==> src/rtl/mdv_arb_pkg.sv <==
// Shared types and constants for the microdrive SDRAM read arbiter.
// Consumers: mdv_arb_pick, mdv_mem_arbiter.
package mdv_arb_pkg;

    typedef enum logic [1:0] {
        IDLE  = 2'd0,
        ISSUE = 2'd1,
        WAIT  = 2'd2,
        RESP  = 2'd3
    } arb_state_e;

    localparam logic CH_MDV1 = 1'b0;
    localparam logic CH_MDV2 = 1'b1;

    localparam int LAT_W = 3;

endpackage

==> src/rtl/mdv_arb_pick.sv <==
// Combinational 2-way winner select for the microdrive arbiter.
// Build option: MDV_ARB_SELPRIO_EN gives the selected drive priority on contention.
module mdv_arb_pick
    import mdv_arb_pkg::*;
(
    input  logic req0,
    input  logic req1,
    input  logic rr_last,
    input  logic sel_drive,
    output logic gnt
);

`ifndef MDV_ARB_SELPRIO_EN
    logic unused_sel_drive;
    assign unused_sel_drive = sel_drive;
`endif

    always_comb begin
        gnt = CH_MDV1;
        if (req0 && req1) begin
`ifdef MDV_ARB_SELPRIO_EN
            gnt = sel_drive;
`else
            gnt = ~rr_last;
`endif
        end else if (req1) begin
            gnt = CH_MDV2;
        end
    end

endmodule

==> src/rtl/mdv_mem_arbiter.sv <==
// Shares the SDRAM read port between the MDV1_ and MDV2_ image readers, one read per free slot.
// Build option: MDV_ARB_SELPRIO_EN (see mdv_arb_pick).
module mdv_mem_arbiter
    import mdv_arb_pkg::*;
#(
    parameter int ADDR_W   = 25,
    parameter int DATA_W   = 16,
    parameter int DATA_LAT = 2
) (
    input  logic              clk,
    input  logic              reset_n,
    input  logic              mem_ena,
    input  logic              mem_slot,
    output logic [ADDR_W-1:0] mem_addr,
    output logic              mem_rd,
    input  logic [DATA_W-1:0] mem_din,
    input  logic              req0,
    input  logic              req1,
    input  logic [ADDR_W-1:0] addr0,
    input  logic [ADDR_W-1:0] addr1,
    output logic              ack0,
    output logic              ack1,
    output logic [DATA_W-1:0] data0,
    output logic [DATA_W-1:0] data1,
    input  logic              sel_drive,
    output logic              busy
);

    arb_state_e       state;
    arb_state_e       state_nxt;
    logic             gnt;
    logic             pick_gnt;
    logic             rr_last;
    logic             live;
    logic             start;
    logic             req_g;
    logic [LAT_W-1:0] lat_cnt;

    mdv_arb_pick u_pick (
        .req0      (req0),
        .req1      (req1),
        .rr_last   (rr_last),
        .sel_drive (sel_drive),
        .gnt       (pick_gnt)
    );

    assign start = mem_slot && mem_ena && (req0 || req1);
    assign req_g = (gnt == CH_MDV2) ? req1 : req0;

    always_ff @(posedge clk or negedge reset_n) begin
        if (!reset_n) begin
            state <= IDLE;
        end else begin
            state <= state_nxt;
        end
    end

    // Acks are gated by live so a withdrawn request completes silently.
    always_comb begin
        state_nxt = state;
        mem_rd    = 1'b0;
        ack0      = 1'b0;
        ack1      = 1'b0;
        busy      = (state != IDLE);
        case (state)
            IDLE:    if (start) state_nxt = ISSUE;
            ISSUE: begin
                mem_rd    = 1'b1;
                state_nxt = WAIT;
            end
            WAIT:    if (lat_cnt == '0) state_nxt = RESP;
            RESP: begin
                ack0      = live && (gnt == CH_MDV1);
                ack1      = live && (gnt == CH_MDV2);
                state_nxt = IDLE;
            end
            default: state_nxt = IDLE;
        endcase
    end

    always_ff @(posedge clk or negedge reset_n) begin
        if (!reset_n) begin
            gnt      <= CH_MDV1;
            rr_last  <= CH_MDV2;
            live     <= 1'b0;
            lat_cnt  <= '0;
            mem_addr <= '0;
            data0    <= '0;
            data1    <= '0;
        end else begin
            case (state)
                IDLE: begin
                    if (start) begin
                        gnt      <= pick_gnt;
                        mem_addr <= (pick_gnt == CH_MDV2) ? addr1 : addr0;
                        live     <= 1'b1;
                    end
                end
                ISSUE: begin
                    lat_cnt <= LAT_W'(DATA_LAT - 1);
                    live    <= live && req_g;
                end
                WAIT: begin
                    live <= live && req_g;
                    if (lat_cnt == '0) begin
                        if (live && req_g) begin
                            if (gnt == CH_MDV2) data1 <= mem_din;
                            else                data0 <= mem_din;
                        end
                    end else begin
                        lat_cnt <= lat_cnt - 1'b1;
                    end
                end
                RESP:    rr_last <= gnt;
                default: ;
            endcase
        end
    end

endmodule

==> config.mk <==
export PLATFORM = sky130hd
export DESIGN_NAME = mdv_mem_arbiter
export DESIGN_NICKNAME = d
export VERILOG_FILES = /design/src/rtl/mdv_arb_pkg.sv /design/src/rtl/mdv_arb_pick.sv /design/src/rtl/mdv_mem_arbiter.sv
export SDC_FILE = /design/constraint.sdc
export NUM_CORES = 1
export LEC_CHECK = 0
export CORE_MARGIN = 1
export CORE_UTILIZATION = 50
export DETAILED_ROUTE_END_ITERATION = 10
export DONT_BUFFER_PORTS = 1
export PLACE_DENSITY = 0.69
export SKIP_LAST_GASP = 1
export SYNTH_ARGS = -nofsm -noshare
export SYNTH_HDL_FRONTEND = slang
export SYNTH_SLANG_ARGS = --single-unit
==> constraint.sdc <==
create_clock -name clk -period 2.6 [get_ports clk]
set_clock_uncertainty 0.05 [all_clocks]
set_input_delay 0.52 -clock clk [delete_from_list [all_inputs] [get_ports clk]]
set_output_delay 0.52 -clock clk [all_outputs]
set_load 0.01 [all_outputs]
# == Word level (Yosys, flattened, before mapping) ==
# Cells that the tools add are included.
# W data, S select, Z words.
# classes
reduce_logical,19
addsub,1
bitwise,2
muxes,14
eq_ne,6
# ops
op,n
$mux W25,1
$pmux W2 S4,1
$reduce_and A2 Y1,4
$reduce_and A4 Y1,2
$mux W1,7
$logic_and A1 B1 Y1,6
$ne A2 B2 Y1 const B,3
$pmux W3 S2,1
$reduce_bool A2 Y1,3
$eq A2 B2 Y1 const B,2
$mux W2,2
$logic_not A3 Y1,1
$mux W3,1
$sub A3 B1 Y3 const B,1
$eq A2 B1 Y1 const B,1
$logic_not A2 Y1,1
$not A1 Y1,2
$pmux W1 S2,1
$reduce_or A2 Y1,1
$logic_or A1 B1 Y1,1
# word_totals
inputBits,73
regBits,65
out_inout_bits,61
wordCells,50

# == Longest topological paths before layout ==
# Gate-level depths: netlist of the first run.
# depth
word_depth,4
depth_mapped,7
mapped_depth_nobuf,6

# == Cells and area by module ==
# From an unflattened synthesis of the first run, not the netlist that was laid out.
# unflattened
cells_unflattened,225
area_unflattened_um2,2872.8
# modules_own_cells
module,cells_each,area_per_inst_um2,n_inst,seq_area_each_um2
mdv_mem_arbiter,224,2861.5,1,1627.8
mdv_arb_pick,1,11.3,1,0.0

# == Least setup slack after synthesis of the first run ==
# OpenSTA, ideal clock, no wires.
# synth_timing
kind,reg2reg
start,register lat_cnt[0]
end,register data0[10]
arrival_ps,1721
stages_incl_launch_ff,8
setup_time_ps,125
synth_period_minus_slack_ps,1896
t_required_ps,2425
setup_slack_ps,704
path_buffers,1
path_cell_list,dfrtp_1 -> inv_1 -> ha_1 -> ha_1 -> nand3_2 -> nor3b_4 -> buf_12 -> mux2_4
# synth_between
elab_chain_cells,2
# synth_rtl
item,line,rtl
"start, declared",mdv_mem_arbiter.sv:37,logic [LAT_W-1:0] lat_cnt;
"start signal, assigned",mdv_mem_arbiter.sv:100,lat_cnt <= LAT_W'(DATA_LAT - 1);
"start signal, assigned",mdv_mem_arbiter.sv:111,lat_cnt <= lat_cnt - 1'b1;
$logic_not A3 Y1,mdv_mem_arbiter.sv:105,if (lat_cnt == '0) begin
$reduce_and A4 Y1 (no source line),-,
"end signal, assigned",mdv_mem_arbiter.sv:108,else data0 <= mem_din;
"end, declared",mdv_mem_arbiter.sv:23,"output logic [DATA_W-1:0] data0,"
# Every way passes these cells.
# A chain may end at the register's enable or synchronous reset.

# == Final worst setup path of the first run ==
# layout_timing
start,register lat_cnt[0]
end,register data0[0]
# The elaborated chain is that of the path after synthesis.

==> results of run 1 <==
## final cells by class
cell class              count  area [um^2]
clock buffers              13          169
fillers                   439         2310
multi-input cells         143         1200
repair buffers              5         57.6
inverters                   6         22.5
clock inverters             2         60.1
flip-flops and latches     65         1630
well taps                  72         90.1
## layer usage
metal  routed length (um)  vias to the layer above
met3                  529                        4
met4                   46                        0
met5                    0                        -
met1                 2160                      786
met2                 2500                       96
li1                     -                      792
## through the flow
stage / area (um^2) / util [%] / cells / setup WS, ns
6_report: 3230 / 58.3 / 306 / 0.600
5_1_grt: 3230 / 58.3 / 306 / 0.478
4_1_cts: 3230 / 58.3 / 306 / 0.587
3_5_place_dp: 2970 / 53.7 / 290 / 0.599
3_3_place_gp: 2970 / 53.7 / 290 / 0.648
2_1_floorplan: 2900 / - / 224 / 0.704
## where the power goes
part	leakage (nW)	switching (mW)	total, mW	internal, mW
Clock	0.116	0.351	0.965	0.614
Combinational	0.601	0.407	0.898	0.491
Sequential	0.819	0.497	1.94	1.45
Total	1.54	1.25	3.81	2.55
## repair_timing
action                                 CTS  global route
hold buffers                             1             0
setup buffers                            0             0
endpoints found under the hold margin   65             0
## cells by family (layout without fill, tap and decap cells)
kind of cell | count (synthesis) | count (layout) | share of synthesized area, %
buffers and inverters | 16 | 26 | 3.28
flip-flops | 65 | 65 | 56.2
adder cells (fa/ha/maj) | 7 | 7 | 3.02
AO/OA/AOI/OAI | 36 | 36 | 7.26
multiplexers | 62 | 62 | 24.3
AND/OR/NAND/NOR | 38 | 38 | 5.96
## state kept, by name (all words and copies together), names as in the netlist
register  count
gnt           1
rr_last       1
lat_cnt       3
live          1
data1        16
data0        16
mem_addr     25
state         2
## cells in the final DEF (no fill, tap or decap), types with 2 or more instances in the layout
master / Yosys / layout
buf_4: 3 / 4
clkbuf_8: 0 / 12
mux2_2: 26 / 26
dfrtp_1: 64 / 64
mux2_4: 10 / 10
nand2_1: 30 / 30
ha_1: 7 / 7
o21ai_0: 26 / 26
bufinv_16: 0 / 2
inv_1: 6 / 6
nor2_1: 3 / 3
mux2i_1: 26 / 26
## worst max-delay path, cell delays in order (launching register included)
cell and delay [ns]:
dfrtp_1 0.40, inv_1 0.06, ha_1 0.15, ha_1 0.24, nand3_2 0.13, nor3b_4 0.18, buf_4 0.30, mux2_2 0.37
## worst paths after layout
path,startpoint,to,cells after the start
min reg2reg,lat_cnt[1],lat_cnt[1],1
max,lat_cnt[0],data0[0],7
max reg2reg,lat_cnt[0],data0[0],7
max in group asynchronous,reset_n,rr_last,1
min in group clk,mem_din[9],data0[9],1
min,reset_n,data0[8],1
==> flow_results.xml, run 1 <==
<?xml version="1.0" encoding="UTF-8"?>
<metrics>
  <group name="global_route">
    <metric name="grt_antenna_before_repair" unit="">0</metric>
    <metric name="use_met1" unit="%">21.4</metric>
    <metric name="grt.met3_usage" unit="%">7.21</metric>
    <metric name="met2_usage" unit="%">29.1</metric>
    <metric name="grt_first_pass_wirelength" unit="um">8340</metric>
    <metric name="grt_util_all_layers" unit="%">18.3</metric>
    <metric name="grt_pass1_vias" unit="">1676</metric>
    <metric name="top_usage_layer" unit="">met2</metric>
    <metric name="grt_start_max_net_pins" unit="">66</metric>
    <metric name="grt_overflow" unit="">0</metric>
  </group>
  <group name="min_path">
    <metric name="hold_path_class" unit="">primary input to asynchronous set/reset pin</metric>
  </group>
  <group name="placement">
    <metric name="routabilityCongestion" unit="">0.735</metric>
    <metric name="dp.final_hpwl" unit="um">3530</metric>
    <metric name="placement.io_buffers" unit="">0</metric>
  </group>
  <group name="power_and_ir_drop">
    <metric name="power_per_cell_area" unit="nW/um^2">1180</metric>
    <metric name="post_layout_total_power" unit="mW">3.81</metric>
    <metric name="leakagePower" unit="nW">1.54</metric>
    <metric name="vdd_drop_max" unit="mV">0.580</metric>
  </group>
  <group name="synth">
    <metric name="post_synth_instance_area" unit="um^2">2900</metric>
    <metric name="postSynth.asyncResetShare" unit="%">100</metric>
    <metric name="net_count_after_synthesis" unit="">304</metric>
    <metric name="synth_top_cell_by_area" unit="">dfrtp_1</metric>
    <metric name="synthDominantCellAreaShare" unit="%">55.3</metric>
    <metric name="seq_area_frac_synth" unit="%">56.2</metric>
    <metric name="yosysWarningCount" unit="">0</metric>
    <metric name="post_synth_main_area_contributors" unit="">dfrtp_1 55%, mux2_2 10%, mux2i_1 9.0%</metric>
    <metric name="synth_edf_count" unit="">0</metric>
    <metric name="cell_count_after_synthesis" unit="">224</metric>
    <metric name="synthTopCellsByCount" unit="">64 x dfrtp_1, 30 x nand2_1, 26 x mux2_2, 26 x mux2i_1, 26 x o21ai_0</metric>
    <metric name="postSynthAreaPerCell" unit="um^2">12.9</metric>
    <metric name="yosys.cell_count.top_type" unit="">dfrtp_1</metric>
    <metric name="dominantRegCellSynth" unit="">dfrtp_1</metric>
    <metric name="synthDistinctLibCells" unit="">29</metric>
    <metric name="yosys_register_bits" unit="">65</metric>
  </group>
  <group name="timing">
    <metric name="fin_tns_setup" unit="ns">0</metric>
    <metric name="hold_viol_final" unit="">0</metric>
    <metric name="timing_worst_slew_pin_value" unit="ns">0.729</metric>
    <metric name="post_route_worst_hold_slack" unit="ns">0.0170</metric>
    <metric name="slew_headroom" unit="%">51.4</metric>
    <metric name="setup-violations-final" unit="">0</metric>
    <metric name="achievable-frequency" unit="MHz">500</metric>
    <metric name="grt_setup_unrepaired" unit="">false</metric>
    <metric name="timing.final.crit_period" unit="ns">2.00</metric>
    <metric name="layout_worst_path_cycle_share" unit="%">76.9</metric>
    <metric name="report.final.slew_viol_count" unit="">0</metric>
  </group>
  <group name="detailed_routing">
    <metric name="length_of_the_first_detailed_routing_pass_in_iterations" unit="">4</metric>
    <metric name="vias" unit="">1678</metric>
    <metric name="post_drt_via_cell_ratio" unit="">5.48</metric>
    <metric name="drcViolationCount" unit="">0</metric>
    <metric name="finalWirelength" unit="um">5240</metric>
    <metric name="avgRoutedWirePerCell" unit="um">17.1</metric>
    <metric name="drt_iter0_markers" unit="">84</metric>
    <metric name="ant_nets" unit="">0</metric>
  </group>
  <group name="cells_and_area">
    <metric name="drive_gt1_share" unit="%">26.5</metric>
    <metric name="antenna_cells" unit="">0</metric>
    <metric name="syn2layout_area_growth" unit="%">11.5</metric>
    <metric name="num-nets-final" unit="">310</metric>
  </group>
  <group name="floorplanning">
    <metric name="die_x" unit="um">78.1</metric>
    <metric name="fp-row-count" unit="">27</metric>
    <metric name="boundaryPins" unit="">134</metric>
    <metric name="fp.dieArea" unit="um^2">6100</metric>
    <metric name="chipHeight" unit="um">78.1</metric>
    <metric name="start_util" unit="%">52.3</metric>
    <metric name="core" unit="um^2">5540</metric>
  </group>
  <group name="clock_tree">
    <metric name="htreeDepth" unit="">3</metric>
    <metric name="cts_resized" unit="">0</metric>
    <metric name="max-clock-path-buffers" unit="">2</metric>
    <metric name="clk_pin_slew" unit="ns">0.07</metric>
    <metric name="clock_sinks" unit="">65</metric>
    <metric name="cts_tree" unit="">yes</metric>
    <metric name="clk-insertion-delay-late" unit="ns">0.32</metric>
    <metric name="cts.root.buffer_cell" unit="">clkbuf_8</metric>
    <metric name="cts_inserted_buffers" unit="">9</metric>
  </group>
  <group name="setup_path">
    <metric name="arrival" unit="ns">2.16</metric>
    <metric name="rrSetupSlack" unit="ns">0.60</metric>
    <metric name="cp-start-kind" unit="">flip-flop</metric>
    <metric name="critPathKind" unit="">flip-flop to flip-flop</metric>
    <metric name="timing.critical_path.required" unit="ns">2.76</metric>
    <metric name="crit_fanout" unit="">16</metric>
    <metric name="worstSetupEndpointType" unit="">flip-flop</metric>
  </group>
  <group name="run">
    <metric name="drv_cap" unit="">0</metric>
  </group>
  <group name="status">
    <metric name="status" unit="">complete, no violations</metric>
  </group>
</metrics>
Power figures use the tool's default switching activity.
==> run 2, diff against run 1 <==
--- a/config.mk
+++ b/config.mk
@@ -9,7 +9,7 @@
 export CORE_UTILIZATION = 50
 export DETAILED_ROUTE_END_ITERATION = 10
 export DONT_BUFFER_PORTS = 1
-export PLACE_DENSITY = 0.69
+export PLACE_DENSITY = 0.72
 export SKIP_LAST_GASP = 1
 export SYNTH_ARGS = -nofsm -noshare
 export SYNTH_HDL_FRONTEND = slang
==> constraint.sdc (replaced) <==
create_clock -name clk -period 1.69 [get_ports clk]
set_clock_uncertainty 0.05 [all_clocks]
set_input_delay 0.338 -clock clk [delete_from_list [all_inputs] [get_ports clk]]
set_output_delay 0.338 -clock clk [all_outputs]
set_load 0.01 [all_outputs]
==> flow_results.xml, run 2 (synthesis gave the netlist of run 1 again) <==
<?xml version="1.0" encoding="UTF-8"?>
<metrics>
  <group name="power_and_ir_drop">
    <metric name="combPwrFrac" unit="%">30.4</metric>
    <metric name="cellInternalPower" unit="mW">3.91</metric>
    <metric name="p_sw" unit="mW">2.10</metric>
    <metric name="power_per_cell_area" unit="nW/um^2">1780</metric>
    <metric name="seqPwrFrac" unit="%">50.0</metric>
    <metric name="netSwitchingFraction" unit="%">35.0</metric>
    <metric name="vdd_drop_max" unit="mV">0.757</metric>
    <metric name="clock_network_fraction_of_design_power" unit="%">19.6</metric>
    <metric name="leakagePower" unit="nW">1.58</metric>
  </group>
  <group name="min_path">
    <metric name="hold_path_class" unit="">primary input to asynchronous set/reset pin</metric>
  </group>
  <group name="timing">
    <metric name="slew_headroom" unit="%">83.0</metric>
    <metric name="report.final.slew_viol_count" unit="">0</metric>
    <metric name="layout_worst_path_cycle_share" unit="%">103</metric>
    <metric name="timing_worst_slew_pin_value" unit="ns">0.254</metric>
    <metric name="grt_setup_unrepaired" unit="">true</metric>
    <metric name="hold_viol_final" unit="">65</metric>
    <metric name="post_route_worst_hold_slack" unit="ns">-0.354</metric>
    <metric name="timing.final.crit_period" unit="ns">1.75</metric>
    <metric name="setup-violations-final" unit="">18</metric>
    <metric name="achievable-frequency" unit="MHz">572</metric>
    <metric name="final_critical_path_setup_slack" unit="ns">-0.0588</metric>
  </group>
  <group name="clock_tree">
    <metric name="htreeDepth" unit="">3</metric>
    <metric name="cts_inserted_buffers" unit="">9</metric>
    <metric name="cts_tree" unit="">yes</metric>
    <metric name="max-clock-path-buffers" unit="">2</metric>
    <metric name="clk_pin_slew" unit="ns">0.07</metric>
    <metric name="clk-insertion-delay-late" unit="ns">0.33</metric>
    <metric name="clock_sinks" unit="">65</metric>
    <metric name="cts.root.buffer_cell" unit="">clkbuf_8</metric>
  </group>
  <group name="placement">
    <metric name="place_ws" unit="ns">-0.149</metric>
    <metric name="placement.io_buffers" unit="">0</metric>
    <metric name="routabilityCongestion" unit="">0.770</metric>
    <metric name="dp.final_hpwl" unit="um">3910</metric>
  </group>
  <group name="global_route">
    <metric name="grt_start_max_net_pins" unit="">66</metric>
    <metric name="grt_overflow" unit="">0</metric>
    <metric name="grt_antenna_before_repair" unit="">0</metric>
    <metric name="grt_util_all_layers" unit="%">19.4</metric>
    <metric name="grt_pass1_vias" unit="">1891</metric>
    <metric name="grt_first_pass_wirelength" unit="um">8920</metric>
  </group>
  <group name="detailed_routing">
    <metric name="finalWirelength" unit="um">5590</metric>
    <metric name="vias" unit="">1733</metric>
    <metric name="ant_nets" unit="">0</metric>
    <metric name="drcViolationCount" unit="">0</metric>
    <metric name="avgRoutedWirePerCell" unit="um">17.6</metric>
    <metric name="post_drt_via_cell_ratio" unit="">5.47</metric>
    <metric name="drt_iter0_markers" unit="">75</metric>
    <metric name="length_of_the_first_detailed_routing_pass_in_iterations" unit="">3</metric>
  </group>
  <group name="cells_and_area">
    <metric name="layout.cells.most_common" unit="">dfrtp_1</metric>
    <metric name="top_regs" unit="">mem_addr x25, data0 x16, data1 x16</metric>
    <metric name="seq_area" unit="um^2">1630</metric>
    <metric name="final_cell_mix" unit="">64 x dfrtp_1, 30 x nand2_1, 26 x mux2i_1</metric>
    <metric name="fillCellCount" unit="">446</metric>
    <metric name="finish.utilization" unit="%">60.9</metric>
    <metric name="antenna_cells" unit="">0</metric>
    <metric name="max_flop_register" unit="">mem_addr</metric>
    <metric name="largest_reg_flops" unit="">25</metric>
    <metric name="multi_input_area" unit="um^2">1290</metric>
    <metric name="drive_gt1_share" unit="%">33.1</metric>
    <metric name="num-nets-final" unit="">320</metric>
    <metric name="syn2layout_area_growth" unit="%">16.5</metric>
  </group>
  <group name="status">
    <metric name="failed_checks" unit="">hold timing, setup timing</metric>
    <metric name="status" unit="">finished, violations left</metric>
  </group>
  <group name="run">
    <metric name="drv_cap" unit="">0</metric>
  </group>
  <group name="setup_path">
    <metric name="arrival" unit="ns">1.91</metric>
    <metric name="crit_fanout" unit="">8</metric>
    <metric name="timing.critical_path.required" unit="ns">1.85</metric>
    <metric name="rrSetupSlack" unit="ns">-0.06</metric>
    <metric name="worstSetupEndpointType" unit="">flip-flop</metric>
    <metric name="critPathKind" unit="">flip-flop to flip-flop</metric>
    <metric name="cp-start-kind" unit="">flip-flop</metric>
  </group>
  <group name="floorplanning">
    <metric name="core" unit="um^2">5540</metric>
    <metric name="chipHeight" unit="um">78.1</metric>
    <metric name="boundaryPins" unit="">134</metric>
    <metric name="fp-row-count" unit="">27</metric>
    <metric name="fp.dieArea" unit="um^2">6100</metric>
    <metric name="die_x" unit="um">78.1</metric>
    <metric name="start_util" unit="%">52.3</metric>
  </group>
</metrics>
run 2: cell types whose count changed in the layout (fill, tap and decap cells not counted), moves of 3 or more:
cell        previous run  this run
mux2_2                26        20
mux2_4                10        16
clkinvlp_4             0         3
ha_4                   0         4
ha_1                   7         3
buf_4                  4        10
buf_12                 0         3
run 2: critical path: stages (launching register included):
cell and delay, ns:
dfrtp_1 0.39, inv_2 0.08, ha_4 0.13, ha_4 0.14, nand3_4 0.08, nor3b_4 0.24
buf_6 0.20, mux2_4 0.31
run 2: layout make-up:
class / instances / area share [%]
well taps: 72 / 2.67
repair buffers: 15 / 4.67
inverters: 6 / 0.668
clock buffers: 12 / 4.60
flip-flops and latches: 65 / 48.3
clock inverters: 4 / 0.816
multi-input cells: 143 / 38.3
run 2: what timing repair did:
action | 4_1_cts | 5_1_grt
resized for setup | 10 | 9
endpoints found under the hold margin | 65 | 65
setup endpoints to repair | 36 | 38
gates cloned | 1 | 0
pin swaps | 3 | 4
buffers inserted | 6 | 1
run 2: per-stage QoR:
stage               hold slack, ns  power [mW]  area (um^2)  TNS (ns)  cells
global placement          -0.00609        4.48         3090    -0.962    295
detailed placement        -0.00594        4.60         3090     -2.30    295
floorplan                 -0.00759        4.10         2920     -3.00    224
global route                -0.377        6.42         3370     -2.60    317
finish                      -0.354        6.01         3370    -0.739    317
CTS                         -0.375        5.95         3370     -2.36    318
run 2: metal layers:
metal  routed length [um]  up-vias  track usage [%]
met4                  104        0             11.7
li1                     -      811                -
met5                    0        -                0
met3                  520        9             6.40
met2                 2830      105             32.5
met1                 2130      808             21.4
run 2: power by group through the flow:
stage / Clock (mW) / Sequential [mW] / Combinational, mW
2_1_floorplan: 0 / 2.87 / 1.23
3_3_place_gp: 0 / 3.00 / 1.48
3_5_place_dp: 0 / 3.01 / 1.59
4_1_cts: 1.22 / 3.00 / 1.73
5_1_grt: 1.28 / 3.10 / 2.05
6_report: 1.17 / 3.00 / 1.83
run 2: path summary, 6_finish.rpt:
check / from / end / cells past startpoint
max: lat_cnt[0] / data0[2] / 7
min reg2reg: lat_cnt[2] / lat_cnt[2] / 1
min: reset_n / data0[11] / 0
max in group asynchronous: reset_n / rr_last / 0
min in group clk: mem_din[6] / data0[6] / 1
max reg2reg: lat_cnt[0] / data0[2] / 7
==> run 3, diff against run 2 <==
--- a/config.mk
+++ b/config.mk
@@ -7,6 +7,7 @@
 export LEC_CHECK = 0
 export CORE_MARGIN = 1
 export CORE_UTILIZATION = 50
+export CTS_BUF_LIST = sky130_fd_sc_hd__clkbuf_8 sky130_fd_sc_hd__clkbuf_16
 export DETAILED_ROUTE_END_ITERATION = 10
 export DONT_BUFFER_PORTS = 1
 export PLACE_DENSITY = 0.72
==> flow_results.xml, run 3 (synthesis gave the netlist of run 1 again) <==
<?xml version="1.0" encoding="UTF-8"?>
<metrics>
  <group name="cells_and_area">
    <metric name="fillCellCount" unit="">446</metric>
    <metric name="final_cell_mix" unit="">64 x dfrtp_1, 30 x nand2_1, 26 x mux2i_1</metric>
    <metric name="layout.cells.most_common" unit="">dfrtp_1</metric>
    <metric name="finish.utilization" unit="%">60.9</metric>
    <metric name="num-nets-final" unit="">320</metric>
    <metric name="antenna_cells" unit="">0</metric>
    <metric name="syn2layout_area_growth" unit="%">16.5</metric>
    <metric name="top_regs" unit="">mem_addr x25, data0 x16, data1 x16</metric>
    <metric name="largest_reg_flops" unit="">25</metric>
    <metric name="stdcell_area" unit="um^2">3370</metric>
    <metric name="drive_gt1_share" unit="%">33.1</metric>
    <metric name="max_flop_register" unit="">mem_addr</metric>
  </group>
  <group name="power_and_ir_drop">
    <metric name="cellInternalPower" unit="mW">3.90</metric>
    <metric name="power_per_cell_area" unit="nW/um^2">1780</metric>
    <metric name="clock_network_fraction_of_design_power" unit="%">19.5</metric>
    <metric name="p_sw" unit="mW">2.10</metric>
    <metric name="combPwrFrac" unit="%">30.5</metric>
    <metric name="seqPwrFrac" unit="%">50.1</metric>
    <metric name="post_layout_total_power" unit="mW">6.00</metric>
    <metric name="netSwitchingFraction" unit="%">35.0</metric>
    <metric name="vdd_drop_max" unit="mV">0.756</metric>
    <metric name="leakagePower" unit="nW">1.58</metric>
  </group>
  <group name="timing">
    <metric name="hold_viol_final" unit="">65</metric>
    <metric name="grt_setup_unrepaired" unit="">true</metric>
    <metric name="achievable-frequency" unit="MHz">572</metric>
    <metric name="post_route_worst_hold_slack" unit="ns">-0.354</metric>
    <metric name="timing.final.crit_period" unit="ns">1.75</metric>
    <metric name="timing_worst_slew_pin_value" unit="ns">0.254</metric>
    <metric name="report.final.slew_viol_count" unit="">0</metric>
    <metric name="setup-violations-final" unit="">18</metric>
    <metric name="slew_headroom" unit="%">83.0</metric>
    <metric name="fin_tns_setup" unit="ns">-0.745</metric>
    <metric name="final_critical_path_setup_slack" unit="ns">-0.0593</metric>
    <metric name="layout_worst_path_cycle_share" unit="%">104</metric>
  </group>
  <group name="min_path">
    <metric name="hold_path_class" unit="">primary input to asynchronous set/reset pin</metric>
  </group>
  <group name="global_route">
    <metric name="top_usage_layer" unit="">met2</metric>
    <metric name="met2_usage" unit="%">32.5</metric>
    <metric name="grt_antenna_before_repair" unit="">0</metric>
    <metric name="grt_start_max_net_pins" unit="">66</metric>
    <metric name="use_met1" unit="%">21.4</metric>
    <metric name="grt_overflow" unit="">0</metric>
    <metric name="grt_pass1_vias" unit="">1893</metric>
    <metric name="grt_first_pass_wirelength" unit="um">8920</metric>
    <metric name="grt_util_all_layers" unit="%">19.4</metric>
    <metric name="grt.met3_usage" unit="%">6.40</metric>
  </group>
  <group name="run">
    <metric name="drv_cap" unit="">0</metric>
  </group>
  <group name="floorplanning">
    <metric name="chipHeight" unit="um">78.1</metric>
    <metric name="start_util" unit="%">52.3</metric>
    <metric name="boundaryPins" unit="">134</metric>
    <metric name="core" unit="um^2">5540</metric>
    <metric name="fp-row-count" unit="">27</metric>
    <metric name="die_x" unit="um">78.1</metric>
    <metric name="fp.dieArea" unit="um^2">6100</metric>
  </group>
  <group name="clock_tree">
    <metric name="max-clock-path-buffers" unit="">2</metric>
    <metric name="cts_tree" unit="">yes</metric>
    <metric name="cts_inserted_buffers" unit="">9</metric>
    <metric name="clk_pin_slew" unit="ns">0.07</metric>
    <metric name="cts.root.buffer_cell" unit="">clkbuf_8</metric>
    <metric name="clk-insertion-delay-late" unit="ns">0.33</metric>
    <metric name="clock_sinks" unit="">65</metric>
    <metric name="htreeDepth" unit="">3</metric>
  </group>
  <group name="detailed_routing">
    <metric name="length_of_the_first_detailed_routing_pass_in_iterations" unit="">3</metric>
    <metric name="drcViolationCount" unit="">0</metric>
    <metric name="avgRoutedWirePerCell" unit="um">17.6</metric>
    <metric name="drt_iter0_markers" unit="">69</metric>
    <metric name="post_drt_via_cell_ratio" unit="">5.47</metric>
    <metric name="ant_nets" unit="">0</metric>
    <metric name="vias" unit="">1733</metric>
    <metric name="finalWirelength" unit="um">5580</metric>
  </group>
  <group name="setup_path">
    <metric name="arrival" unit="ns">1.91</metric>
    <metric name="worstSetupEndpointType" unit="">flip-flop</metric>
    <metric name="worst_setup_path_startpoint" unit="">lat_cnt[0]</metric>
    <metric name="timing.critical_path.required" unit="ns">1.85</metric>
    <metric name="crit_fanout" unit="">8</metric>
    <metric name="critPathKind" unit="">flip-flop to flip-flop</metric>
    <metric name="cp-start-kind" unit="">flip-flop</metric>
    <metric name="worstReg2RegStart" unit="">lat_cnt[0]</metric>
  </group>
  <group name="placement">
    <metric name="dp.final_hpwl" unit="um">3910</metric>
    <metric name="routabilityCongestion" unit="">0.770</metric>
    <metric name="placement.io_buffers" unit="">0</metric>
    <metric name="dpl-instance-area" unit="um^2">3090</metric>
  </group>
  <group name="status">
    <metric name="status" unit="">finished, violations left</metric>
    <metric name="failed_checks" unit="">hold timing, setup timing</metric>
  </group>
</metrics>
run 3: changes by cell type in the layout (fill, tap and decap cells not counted):
cell / delta
inv_1: +1
clkbuf_1: -1
run 3: routing by layer:
metal  wire length, um  vias up
met4               104        0
met1              2130      808
met5                 0        -
li1                  -      811
met3               520        9
met2              2830      105
run 3: final timing paths:
path                              end  slack, ns  cells past startpoint
max                          data0[2]      -0.06                      7
min                         data0[11]      -0.35                      0
max reg2reg                  data0[2]      -0.06                      7
min reg2reg                lat_cnt[2]       0.48                      1
max in group asynchronous     rr_last       1.72                      0
min in group clk             data0[6]       0.10                      1
run 3: per-stage QoR:
stage | cells | setup slack, ns | hold slack, ns
floorplan | 224 | -0.170 | -0.00759
global placement | 295 | -0.0803 | -0.00609
detailed placement | 295 | -0.149 | -0.00594
CTS | 318 | -0.137 | -0.376
global route | 317 | -0.120 | -0.377
finish | 317 | -0.0593 | -0.354
run 3: power groups by stage:
| stage | sequential, mW | clock [mW] | combinational, mW |
|---|---|---|---|
| final | 3.00 | 1.17 | 1.83 |
| after global routing | 3.10 | 1.27 | 2.05 |
| after CTS | 3.00 | 1.21 | 1.73 |
| after detailed placement | 3.01 | 0 | 1.59 |
| after global placement | 3.00 | 0 | 1.48 |
| after floorplan | 2.87 | 0 | 1.23 |
run 3: layout make-up:
type	instances	area [um^2]	share of cell area [%]
flip-flops and latches	65	1630	48.3
multi-input cells	143	1290	38.3
repair buffers	15	158	4.67
clock buffers	11	151	4.49
well taps	72	90.1	2.67
clock inverters	5	31.3	0.927
inverters	6	22.5	0.668
run 3: critical path: stages, from the launching register on:
cell	delay, ns
dfrtp_1	0.39
inv_2	0.08
ha_4	0.13
ha_4	0.14
nand3_4	0.08
nor3b_4	0.24
buf_6	0.20
mux2_4	0.31
run 3: repair_timing:
| item | CTS | global route |
|---|---|---|
| buffers inserted | 6 | 1 |
| cloned | 1 | 0 |
| resized for setup | 10 | 9 |
| setup endpoints to repair | 36 | 38 |
| endpoints found under the hold margin | 65 | 65 |
| pin swaps | 3 | 4 |
